$ cat src/rtl/cnn_conv_seq.sv
// 3x3 valid-convolution sequencer: fetches nine pixels per output window over an
// OBI-style manager port, accumulates against the kernel, then writes one word per window.
module cnn_conv_seq #(
  parameter int IMG_W      = 8,
  parameter int IMG_H      = 8,
  parameter int ADDR_WIDTH = 32,
  parameter int DATA_WIDTH = 8
) (
  input  logic                    clk_i,
  input  logic                    rst_i,
  input  logic                    start_i,
  input  logic [ADDR_WIDTH-1:0]   input_base_i,
  input  logic [ADDR_WIDTH-1:0]   output_base_i,
  input  logic [9*DATA_WIDTH-1:0] weights_i,
  input  logic [3:0]              shift_i,
  input  logic                    relu_i,
  output logic                    busy_o,
  output logic                    done_o,
  output logic                    mem_req_o,
  input  logic                    mem_gnt_i,
  output logic                    mem_we_o,
  output logic [ADDR_WIDTH-1:0]   mem_addr_o,
  output logic [31:0]             mem_wdata_o,
  input  logic                    mem_rvalid_i,
  input  logic [31:0]             mem_rdata_i
);

  localparam logic [2:0] S_IDLE    = 3'd0;
  localparam logic [2:0] S_RD_REQ  = 3'd1;
  localparam logic [2:0] S_RD_WAIT = 3'd2;
  localparam logic [2:0] S_WR_REQ  = 3'd3;
  localparam logic [2:0] S_WR_WAIT = 3'd4;
  localparam logic [2:0] S_DONE    = 3'd5;

  localparam int ACC_W = 2 * DATA_WIDTH + 4;
  localparam int RW    = $clog2(IMG_H);
  localparam int CW    = $clog2(IMG_W);
  localparam logic signed [ACC_W-1:0] SAT_HI = ACC_W'((1 << (DATA_WIDTH - 1)) - 1);
  localparam logic signed [ACC_W-1:0] SAT_LO = ~SAT_HI;

  logic [2:0]                    state_reg, state_next;
  logic [RW-1:0]                 orow_reg, orow_next;
  logic [CW-1:0]                 ocol_reg, ocol_next;
  logic [1:0]                    kr_reg, kr_next, kc_reg, kc_next;
  logic [3:0]                    k_reg, k_next;
  logic signed [ACC_W-1:0]       acc_reg, acc_next;
  logic [ADDR_WIDTH-1:0]         in_base_reg, out_base_reg;
  logic [9*DATA_WIDTH-1:0]       weights_reg;
  logic [3:0]                    shift_reg;
  logic                          relu_reg;

  logic signed [DATA_WIDTH-1:0]   tap_w [9];
  logic signed [DATA_WIDTH-1:0]   pixel;
  logic signed [2*DATA_WIDTH-1:0] prod;
  logic signed [ACC_W-1:0]        shifted;
  logic signed [DATA_WIDTH-1:0]   result;
  logic [ADDR_WIDTH-1:0]          pix_idx, out_idx, rd_addr, wr_addr;
  logic                           last_out;

  genvar gi;
  generate
    for (gi = 0; gi < 9; gi++) begin : g_tap
      assign tap_w[gi] = weights_reg[gi*DATA_WIDTH +: DATA_WIDTH];
    end
  endgenerate

  assign pixel = mem_rdata_i[DATA_WIDTH-1:0];
  assign prod  = pixel * tap_w[k_reg];

  assign pix_idx = (ADDR_WIDTH'(orow_reg) + ADDR_WIDTH'(kr_reg)) * ADDR_WIDTH'(IMG_W)
                 + ADDR_WIDTH'(ocol_reg) + ADDR_WIDTH'(kc_reg);
  assign out_idx = ADDR_WIDTH'(orow_reg) * ADDR_WIDTH'(IMG_W - 2) + ADDR_WIDTH'(ocol_reg);
  assign rd_addr = in_base_reg + {pix_idx[ADDR_WIDTH-3:0], 2'b00};
  assign wr_addr = out_base_reg + {out_idx[ADDR_WIDTH-3:0], 2'b00};

  assign last_out = (orow_reg == RW'(IMG_H - 3)) && (ocol_reg == CW'(IMG_W - 3));

  // Post-processing works straight off the held accumulator, so wdata is stable during WR_REQ.
  assign shifted = acc_reg >>> shift_reg;
  always_comb begin
    if (shifted > SAT_HI) begin
      result = {1'b0, {(DATA_WIDTH-1){1'b1}}};
    end else if (shifted < SAT_LO) begin
      result = {1'b1, {(DATA_WIDTH-1){1'b0}}};
    end else begin
      result = shifted[DATA_WIDTH-1:0];
    end
    if (relu_reg && result[DATA_WIDTH-1]) begin
      result = '0;
    end
  end

  assign busy_o      = (state_reg != S_IDLE);
  assign done_o      = (state_reg == S_DONE);
  assign mem_req_o   = (state_reg == S_RD_REQ) || (state_reg == S_WR_REQ);
  assign mem_we_o    = (state_reg == S_WR_REQ);
  assign mem_addr_o  = (state_reg == S_WR_REQ) ? wr_addr :
                       (state_reg == S_RD_REQ) ? rd_addr : '0;
  assign mem_wdata_o = mem_we_o ? {{(32-DATA_WIDTH){result[DATA_WIDTH-1]}}, result} : '0;

  always_comb begin
    state_next = state_reg;
    orow_next  = orow_reg;
    ocol_next  = ocol_reg;
    kr_next    = kr_reg;
    kc_next    = kc_reg;
    k_next     = k_reg;
    acc_next   = acc_reg;
    case (state_reg)
      S_IDLE: begin
        if (start_i) begin
          state_next = S_RD_REQ;
          orow_next  = '0;
          ocol_next  = '0;
          kr_next    = '0;
          kc_next    = '0;
          k_next     = '0;
          acc_next   = '0;
        end
      end
      S_RD_REQ: if (mem_gnt_i) state_next = S_RD_WAIT;
      S_RD_WAIT: begin
        if (mem_rvalid_i) begin
          acc_next = acc_reg + ACC_W'(prod);
          if (k_reg == 4'd8) begin
            state_next = S_WR_REQ;
          end else begin
            state_next = S_RD_REQ;
            k_next     = k_reg + 4'd1;
            if (kc_reg == 2'd2) begin
              kc_next = '0;
              kr_next = kr_reg + 2'd1;
            end else begin
              kc_next = kc_reg + 2'd1;
            end
          end
        end
      end
      S_WR_REQ: if (mem_gnt_i) state_next = S_WR_WAIT;
      S_WR_WAIT: begin
        if (mem_rvalid_i) begin
          acc_next = '0;
          k_next   = '0;
          kr_next  = '0;
          kc_next  = '0;
          if (last_out) begin
            state_next = S_DONE;
          end else begin
            state_next = S_RD_REQ;
            if (ocol_reg == CW'(IMG_W - 3)) begin
              ocol_next = '0;
              orow_next = orow_reg + RW'(1);
            end else begin
              ocol_next = ocol_reg + CW'(1);
            end
          end
        end
      end
      S_DONE:  state_next = S_IDLE;
      default: state_next = S_IDLE;
    endcase
  end

  always_ff @(posedge clk_i) begin
    if (rst_i) begin
      state_reg    <= S_IDLE;
      orow_reg     <= '0;
      ocol_reg     <= '0;
      kr_reg       <= '0;
      kc_reg       <= '0;
      k_reg        <= '0;
      acc_reg      <= '0;
      in_base_reg  <= '0;
      out_base_reg <= '0;
      weights_reg  <= '0;
      shift_reg    <= '0;
      relu_reg     <= 1'b0;
    end else begin
      state_reg <= state_next;
      orow_reg  <= orow_next;
      ocol_reg  <= ocol_next;
      kr_reg    <= kr_next;
      kc_reg    <= kc_next;
      k_reg     <= k_next;
      acc_reg   <= acc_next;
      if (state_reg == S_IDLE && start_i) begin
        in_base_reg  <= input_base_i;
        out_base_reg <= output_base_i;
        weights_reg  <= weights_i;
        shift_reg    <= shift_i;
        relu_reg     <= relu_i;
      end
    end
  end

  logic unused_bits;
  assign unused_bits = ^{mem_rdata_i[31:DATA_WIDTH], pix_idx[ADDR_WIDTH-1:ADDR_WIDTH-2],
                         out_idx[ADDR_WIDTH-1:ADDR_WIDTH-2]};

endmodule

$ cat config.mk
export PLATFORM = sky130hd
export DESIGN_NAME = cnn_conv_seq
export DESIGN_NICKNAME = d
export VERILOG_FILES = /design/src/rtl/cnn_conv_seq.sv
export SDC_FILE = /design/constraint.sdc
export NUM_CORES = 1
export LEC_CHECK = 0
export ABC_AREA = 1
export BUFFER_PORTS_ARGS = -buffer_cell sky130_fd_sc_hd__buf_2
export CAP_MARGIN = 0
export CORE_MARGIN = 4
export CORE_UTILIZATION = 50
export CTS_BUF_LIST = sky130_fd_sc_hd__clkbuf_4
export DETAILED_ROUTE_END_ITERATION = 16
export GPL_TIMING_DRIVEN = 0
export PLACE_DENSITY = 0.79
export SYNTH_ARGS = -nofsm -noshare
export SYNTH_HDL_FRONTEND = slang
export SYNTH_SLANG_ARGS = --single-unit
$ cat constraint.sdc
create_clock -name clk_i -period 8.1 [get_ports clk_i]
set_input_delay 0.405 -clock clk_i [delete_from_list [all_inputs] [get_ports clk_i]]
set_output_delay 0.405 -clock clk_i [all_outputs]
set_load 0.02 [all_outputs]
==> results of run 1 <==
[worst register-to-register path, stage by stage, from the launching register on]
cell and delay (ps):
dfxtp_1 380, buf_2 220, clkinv_1 280, a21oi_1 180, o21ai_0 100, nand3_1 110
nand3_1 90, o21ai_1 330, inv_1 130, nor2_1 1010, inv_1 160, fa_1 560
inv_1 50, fa_1 520, fa_1 450, fa_1 600, fa_1 430, ha_1 370
a21oi_1 190, nand2_1 150, a21oi_1 190, o21ai_0 130, or2_2 290, nand3_1 70
a21oi_1 60
[cells by family (layout without fill, tap and decap cells)]
kind of cell | count (synthesis) | after routing | synth area share
AND/OR/NAND/NOR | 756 | 756 | 0.2296
XOR/XNOR | 32 | 32 | 0.01958
multiplexers | 1 | 1 | 0.0006991
other | 0 | 1 | 0
adder cells (fa/ha/maj) | 167 | 167 | 0.1952
flip-flops | 178 | 178 | 0.2489
AO/OA/AOI/OAI | 504 | 504 | 0.1847
buffers and inverters | 404 | 680 | 0.1214
[routing by layer]
| layer | up-vias | GRT usage | share of wire |
|---|---|---|---|
| li1 | 7187 | - | - |
| met1 | 6941 | 0.3843 | 0.43 |
| met2 | 630 | 0.4630 | 0.46 |
| met3 | 95 | 0.03931 | 0.083 |
| met4 | 0 | 0.09832 | 0.032 |
| met5 | - | 0 | 0 |
[report_power, final]
part           internal (mW)  switching (mW)  leakage [nW]
clock                  0.163           0.422         0.176
combinational           1.96            3.22          6.28
sequential              1.06           0.143          1.47
[stage by stage]
stage / cell area (sq um) / utilization / hold slack (ps) / cells
floorplan: 14320 / - / 429.8 / 2042
global placement: 15900 / 0.5675 / 442.2 / 2641
detailed placement: 15920 / 0.5682 / 449.0 / 2642
CTS: 16330 / 0.5829 / 1.793 / 2681
global route: 16480 / 0.5883 / 0.5863 / 2697
finish: 16480 / 0.5883 / 20.60 / 2697
[final cells by class]
cell class	count	area share
Antenna cell	1	0.0001518
Buffer	117	0.04009
Clock buffer	17	0.007744
Clock inverter	15	0.01298
Inverter	287	0.06537
Multi-Input combinational cell	1460	0.5476
Sequential cell	178	0.2162
Tap cell	378	0.02870
Timing Repair Buffer	244	0.08116
[cells in the final DEF (no fill, tap or decap), types with 6 or more instances in the layout]
| master | netlist | layout |
|---|---|---|
| nor2_2 | 5 | 6 |
| dfxtp_1 | 178 | 178 |
| inv_1 | 274 | 274 |
| inv_2 | 8 | 8 |
| nand4_1 | 16 | 16 |
| a21oi_1 | 258 | 258 |
| buf_2 | 24 | 245 |
| o21ai_1 | 73 | 73 |
| clkbuf_4 | 0 | 17 |
| buf_4 | 49 | 49 |
| clkbuf_1 | 41 | 41 |
| a211oi_1 | 7 | 7 |
| nor3_1 | 31 | 30 |
| dlygate4sd3_1 | 0 | 22 |
| ha_1 | 73 | 73 |
| nand2_1 | 372 | 372 |
| o21ai_0 | 125 | 125 |
| xnor2_1 | 9 | 9 |
| inv_12 | 0 | 6 |
| nor2_1 | 124 | 123 |
| nand3_1 | 169 | 169 |
| fa_1 | 94 | 94 |
| xor2_1 | 23 | 23 |
| or2_2 | 12 | 12 |
[worst max-delay path by stage]
stage | from | depth (start not counted) | slack (ps) | to
after floorplan | k_reg[0] | 24 | 1990 | acc_reg[15]
after global placement | k_reg[0] | 23 | 1020 | acc_reg[19]
after detailed placement | k_reg[1] | 24 | 990 | acc_reg[14]
after CTS | k_reg[1] | 24 | 930 | acc_reg[14]
after global routing | k_reg[1] | 26 | 380 | acc_reg[18]
final | k_reg[1] | 24 | 940 | acc_reg[14]
==> results.toml, run 1 <==
[detailed_routing]
drt_first_pass_iters = 14
via_per_inst = 5.507
vias = 14853
drcViolationCount = 2
drt_first_iter_violations = 1313
routed_wl_microns = 45330
wl_per_cell_microns = 16.81
postRouteAntennaNets = 0

[cells_and_area]
regArea_sq_um = 3563
area_delta_synth_final_pct = 15.10
largest_reg_flops = 72
fill_cells = 2692
multi_input_area_sq_um = 9024
fin_nets = 2650
drive_gt1_frac = 0.1592

[global_route]
grt_max_degree = 23
grt_pass1_vias = 14069
grt_pass1_wl_microns = 71050
overflow = 0
gr-usage-all-layers = 0.2825
grt_antenna_before_repair = 1

[yosys]
synth_cells = 2042
syn_area_sq_um = 14320
post-synth-top-area-cell = "dfxtp_1"
async_reset_ff_frac = 0
synthFlopType = "dfxtp_1"
synth_edf_count = 0
ys_seq_area_frac = 0.2489
synth_common_cells = "372 x nand2_1, 274 x inv_1, 258 x a21oi_1"
syn_avg_cell_area_sq_um = 7.011
ys_ff_latch = 178
ys_top_cells_by_area = "dfxtp_1 25%, fa_1 13%, nand2_1 9.8%"
synth_fp_nets = 2387
yosysMostFrequentCell = "nand2_1"
synth_top_area_frac = 0.2489
yosys_warnings = 0
synth_cell_types = 53

[timing]
finalCriticalPeriod_ps = 7156
drv_slew = 0
finalSetupViolations = 0
hold_violations = 0
slew_headroom = 0.1112
rsz0062_at_grt = "false"
fmax_mhz = 139.7
tightest_slew_ps = 1328
setup_tns_ps = 0
fin_crit_sh = 0.8834
skew_ps = 40.39
fin_ws_ps = 944.2

[clock_tree]
hold_buffers = 7
tritoncts = "yes"
numClockSinks = 178
clockBufferDepth = 2
post_cts_buffers = 0
ctsResizeCount = 0
htree_levels = 4
cts-root-buf = "clkbuf_4"
cts_buffers = 17
clk_latency_ps = 640
path_clk_slew_ps = 190

[power_and_ir_drop]
powerDensity_nw_per_um2 = 422.8
power_mw = 6.967
ir_drop_v = 0.0003851
p_leak_nw = 7.922

[critical_path]
crit_path_cell_trace = "buf_2, clkinv_1, a21oi_1, o21ai_0, nand3_1, nand3_1, o21ai_1, inv_1, nor2_1, inv_1, fa_1, inv_1, fa_1, fa_1, fa_1, fa_1, ha_1, a21oi_1, nand2_1, a21oi_1, o21ai_0, or2_2, nand3_1, a21oi_1"
reg2reg_depth = 24
reg2reg_from = "k_reg[1]"
crit_buf_inv = 5
critPathKind = "flop to flop"
critical_path.top_delay_family = "adder cells"
setup.worst_path.start_class = "flop"
cp.required_ps = 8600
crit_slowest_cell = "nor2_1"
cp_max_fo = 13
path_common_cell = "fa_1"
crit_path_end_kind = "flop"
slowest_delay_ps = 1010
critical_path_arrival_ps = 7660
reg2reg_slack_ps = 940
r2r-end = "acc_reg[14]"

[placed_design]
gp_congestion = 0.9835
place_ws_ps = 987.8
portBuffers = 221
hpwl_microns = 36840

[hold_path]
hold_path_end = "in_base_reg[5]"
hold_path.class = "primary input to flop"
worstHoldStart = "input_base_i[5]"
holdPathStages = 3

[floorplan]
dieHeight_microns = 177.2
start_util = 0.5111
dieArea_sq_um = 31410
rows = 61
die_w_microns = 177.2
core_sq_um = 28010
num_io_pins = 246

[run_status]
violations = "DRC"
status = "finished, violations left"

[run]
drv_cap = 0
(Power assumes the default switching activity.)
==> run 2, diff against run 1 <==
PLACE_DENSITY = 0.71   (was 0.79)
==> run 2 against run 1 <==
Net effect:
- the flow now finishes without violations
- count of clock-buffer cells in the layout did not move
- die area did not move
- flip-flop and latch count did not move
- non-clock buffer count rose by 4
- design area rose by 0.30%
- register-to-register slack got worse by 130 ps
- final cell count rose by 0.15%
- clock skew rose by 5.9 ps
- highest routed layer unchanged
- critical endpoint unchanged
- sequential share of layout area fell by 0.065 points
==> results.toml, run 2 (synthesis gave the netlist of run 1 again) <==
[cells_and_area]
area_delta_synth_final_pct = 15.45
largest_reg_flops = 72
final_common_cell = "nand2_1"
fin_nets = 2654
utilization = 0.5901
drive_gt1_frac = 0.1589
fin_cells = 2701
final_cell_mix = "372 x nand2_1, 274 x inv_1, 258 x a21oi_1"

[critical_path]
crit_cells = 24
crit_path_cell_trace = "buf_2, clkinv_1, a21oi_1, o21ai_0, nand3_1, nand3_1, o21ai_1, inv_1, nor2_1, inv_1, fa_1, inv_1, fa_1, fa_1, fa_1, fa_1, ha_1, a21oi_1, nand2_1, a21oi_1, o21ai_0, or2_2, nand3_1, a21oi_1"
reg2reg_slack_ps = 820
critical_path.top_delay_family = "adder cells"
reg2reg_depth = 24
path_common_cell = "fa_1"
critical_path_arrival_ps = 7810
crit_slowest_cell = "nor2_1"
r2r-end = "acc_reg[14]"
critPathLaunch = "k_reg[1]"
cp.required_ps = 8630
slowest_delay_ps = 1010
cp_max_fo = 13
crit_buf_inv = 5
setup.worst_path.start_class = "flop"
reg2reg_from = "k_reg[1]"
critPathKind = "flop to flop"
crit_path_end_kind = "flop"

[floorplan]
core_sq_um = 28010
dieArea_sq_um = 31410
dieHeight_microns = 177.2
die_w_microns = 177.2
num_io_pins = 246
start_util = 0.5111
rows = 61

[hold_path]
hold_path_end = "weights_reg[59]"
hold_path.class = "primary input to flop"
worstHoldStart = "weights_i[59]"
holdPathStages = 3

[detailed_routing]
drcViolationCount = 0
wl_per_cell_microns = 17.09
via_per_inst = 5.399
routed_wl_microns = 46150
drt_first_iter_violations = 1277
drt_first_pass_iters = 8
vias = 14583
postRouteAntennaNets = 0

[timing]
finalSetupViolations = 0
drv_slew = 0
slew_headroom = 0.1163
rsz0062_at_grt = "false"
setup_tns_ps = 0
fin_crit_sh = 0.8992
fin_ws_ps = 816.4
skew_ps = 46.33
tightest_slew_ps = 1321
fmax_mhz = 137.3
hold_violations = 0
finalCriticalPeriod_ps = 7284

[placed_design]
hpwl_microns = 37660
gp_congestion = 0.9877
place_inst = 2642
portBuffers = 221
place_ws_ps = 915.6

[global_route]
gr-usage-all-layers = 0.2922
grt_pass1_wl_microns = 73250
grt_pass1_vias = 14066
grt_antenna_before_repair = 1
grt_max_degree = 23
overflow = 0

[power_and_ir_drop]
powerDensity_nw_per_um2 = 419.4
ir_drop_v = 0.0005511
p_leak_nw = 7.940

[run_status]
status = "completed"

[clock_tree]
clk_latency_ps = 640
tritoncts = "yes"
numClockSinks = 178
path_clk_slew_ps = 210
htree_levels = 4
clockBufferDepth = 2
post_cts_buffers = 0
cts-root-buf = "clkbuf_4"
cts_buffers = 17

[run]
drv_cap = 0
[run 2: timing repair]
action | 4_1_cts | 5_1_grt
endpoints found under the hold margin | 26 | 0
setup endpoints to repair | 0 | 0
hold buffers | 26 | 0
resized for setup | 0 | 0
[run 2: worst reg2reg max path: cells and delay by family (launching register included)]
family / cells / cell delay, ps
and+or+nand+nor: 6 / 1750
adders and majority gates: 6 / 2880
AOI/OAI and AO/OA: 7 / 1240
DFF: 1 / 400
buffers and inverters: 5 / 900
[run 2: per-stage QoR]
stage	power [mW]	instance area [sq um]	hold WS, ps
5_1_grt	7.806	16530	10.34
4_1_cts	6.938	16530	0.8981
3_5_place_dp	6.277	15920	449.6
2_1_floorplan	5.092	14320	429.8
3_3_place_gp	6.198	15900	443.8
6_report	6.933	16530	20.39
[run 2: how the worst max path moves through the flow]
stage | end | slack, ps
2_1_floorplan | acc_reg[15] | 1990
3_3_place_gp | acc_reg[19] | 960
3_5_place_dp | acc_reg[14] | 920
4_1_cts | acc_reg[18] | 880
5_1_grt | acc_reg[19] | 270
6_report | acc_reg[14] | 820
[run 2: routing by layer]
metal,part of all wire,track usage
met2,0.47,0.4888
met1,0.44,0.4019
met3,0.069,0.03439
met5,0,0
met4,0.023,0.08092
[run 2: report_power, final]
| group | internal [mW] | switching [mW] |
|---|---|---|
| logic | 1.95 | 3.19 |
| registers | 1.06 | 0.141 |
| clock network | 0.163 | 0.428 |
| total | 3.18 | 3.76 |
[run 2: layout make-up]
cell class / count / area, sq um
antenna: 1 / 2.502
buffer: 117 / 660.6
clock buffer: 17 / 127.6
clock inverter: 15 / 224.0
fill: 2812 / 11480
inverter: 287 / 1077
multi-input combinational: 1460 / 9024
sequential: 178 / 3563
tap: 378 / 473.0
timing repair buffer: 248 / 1378
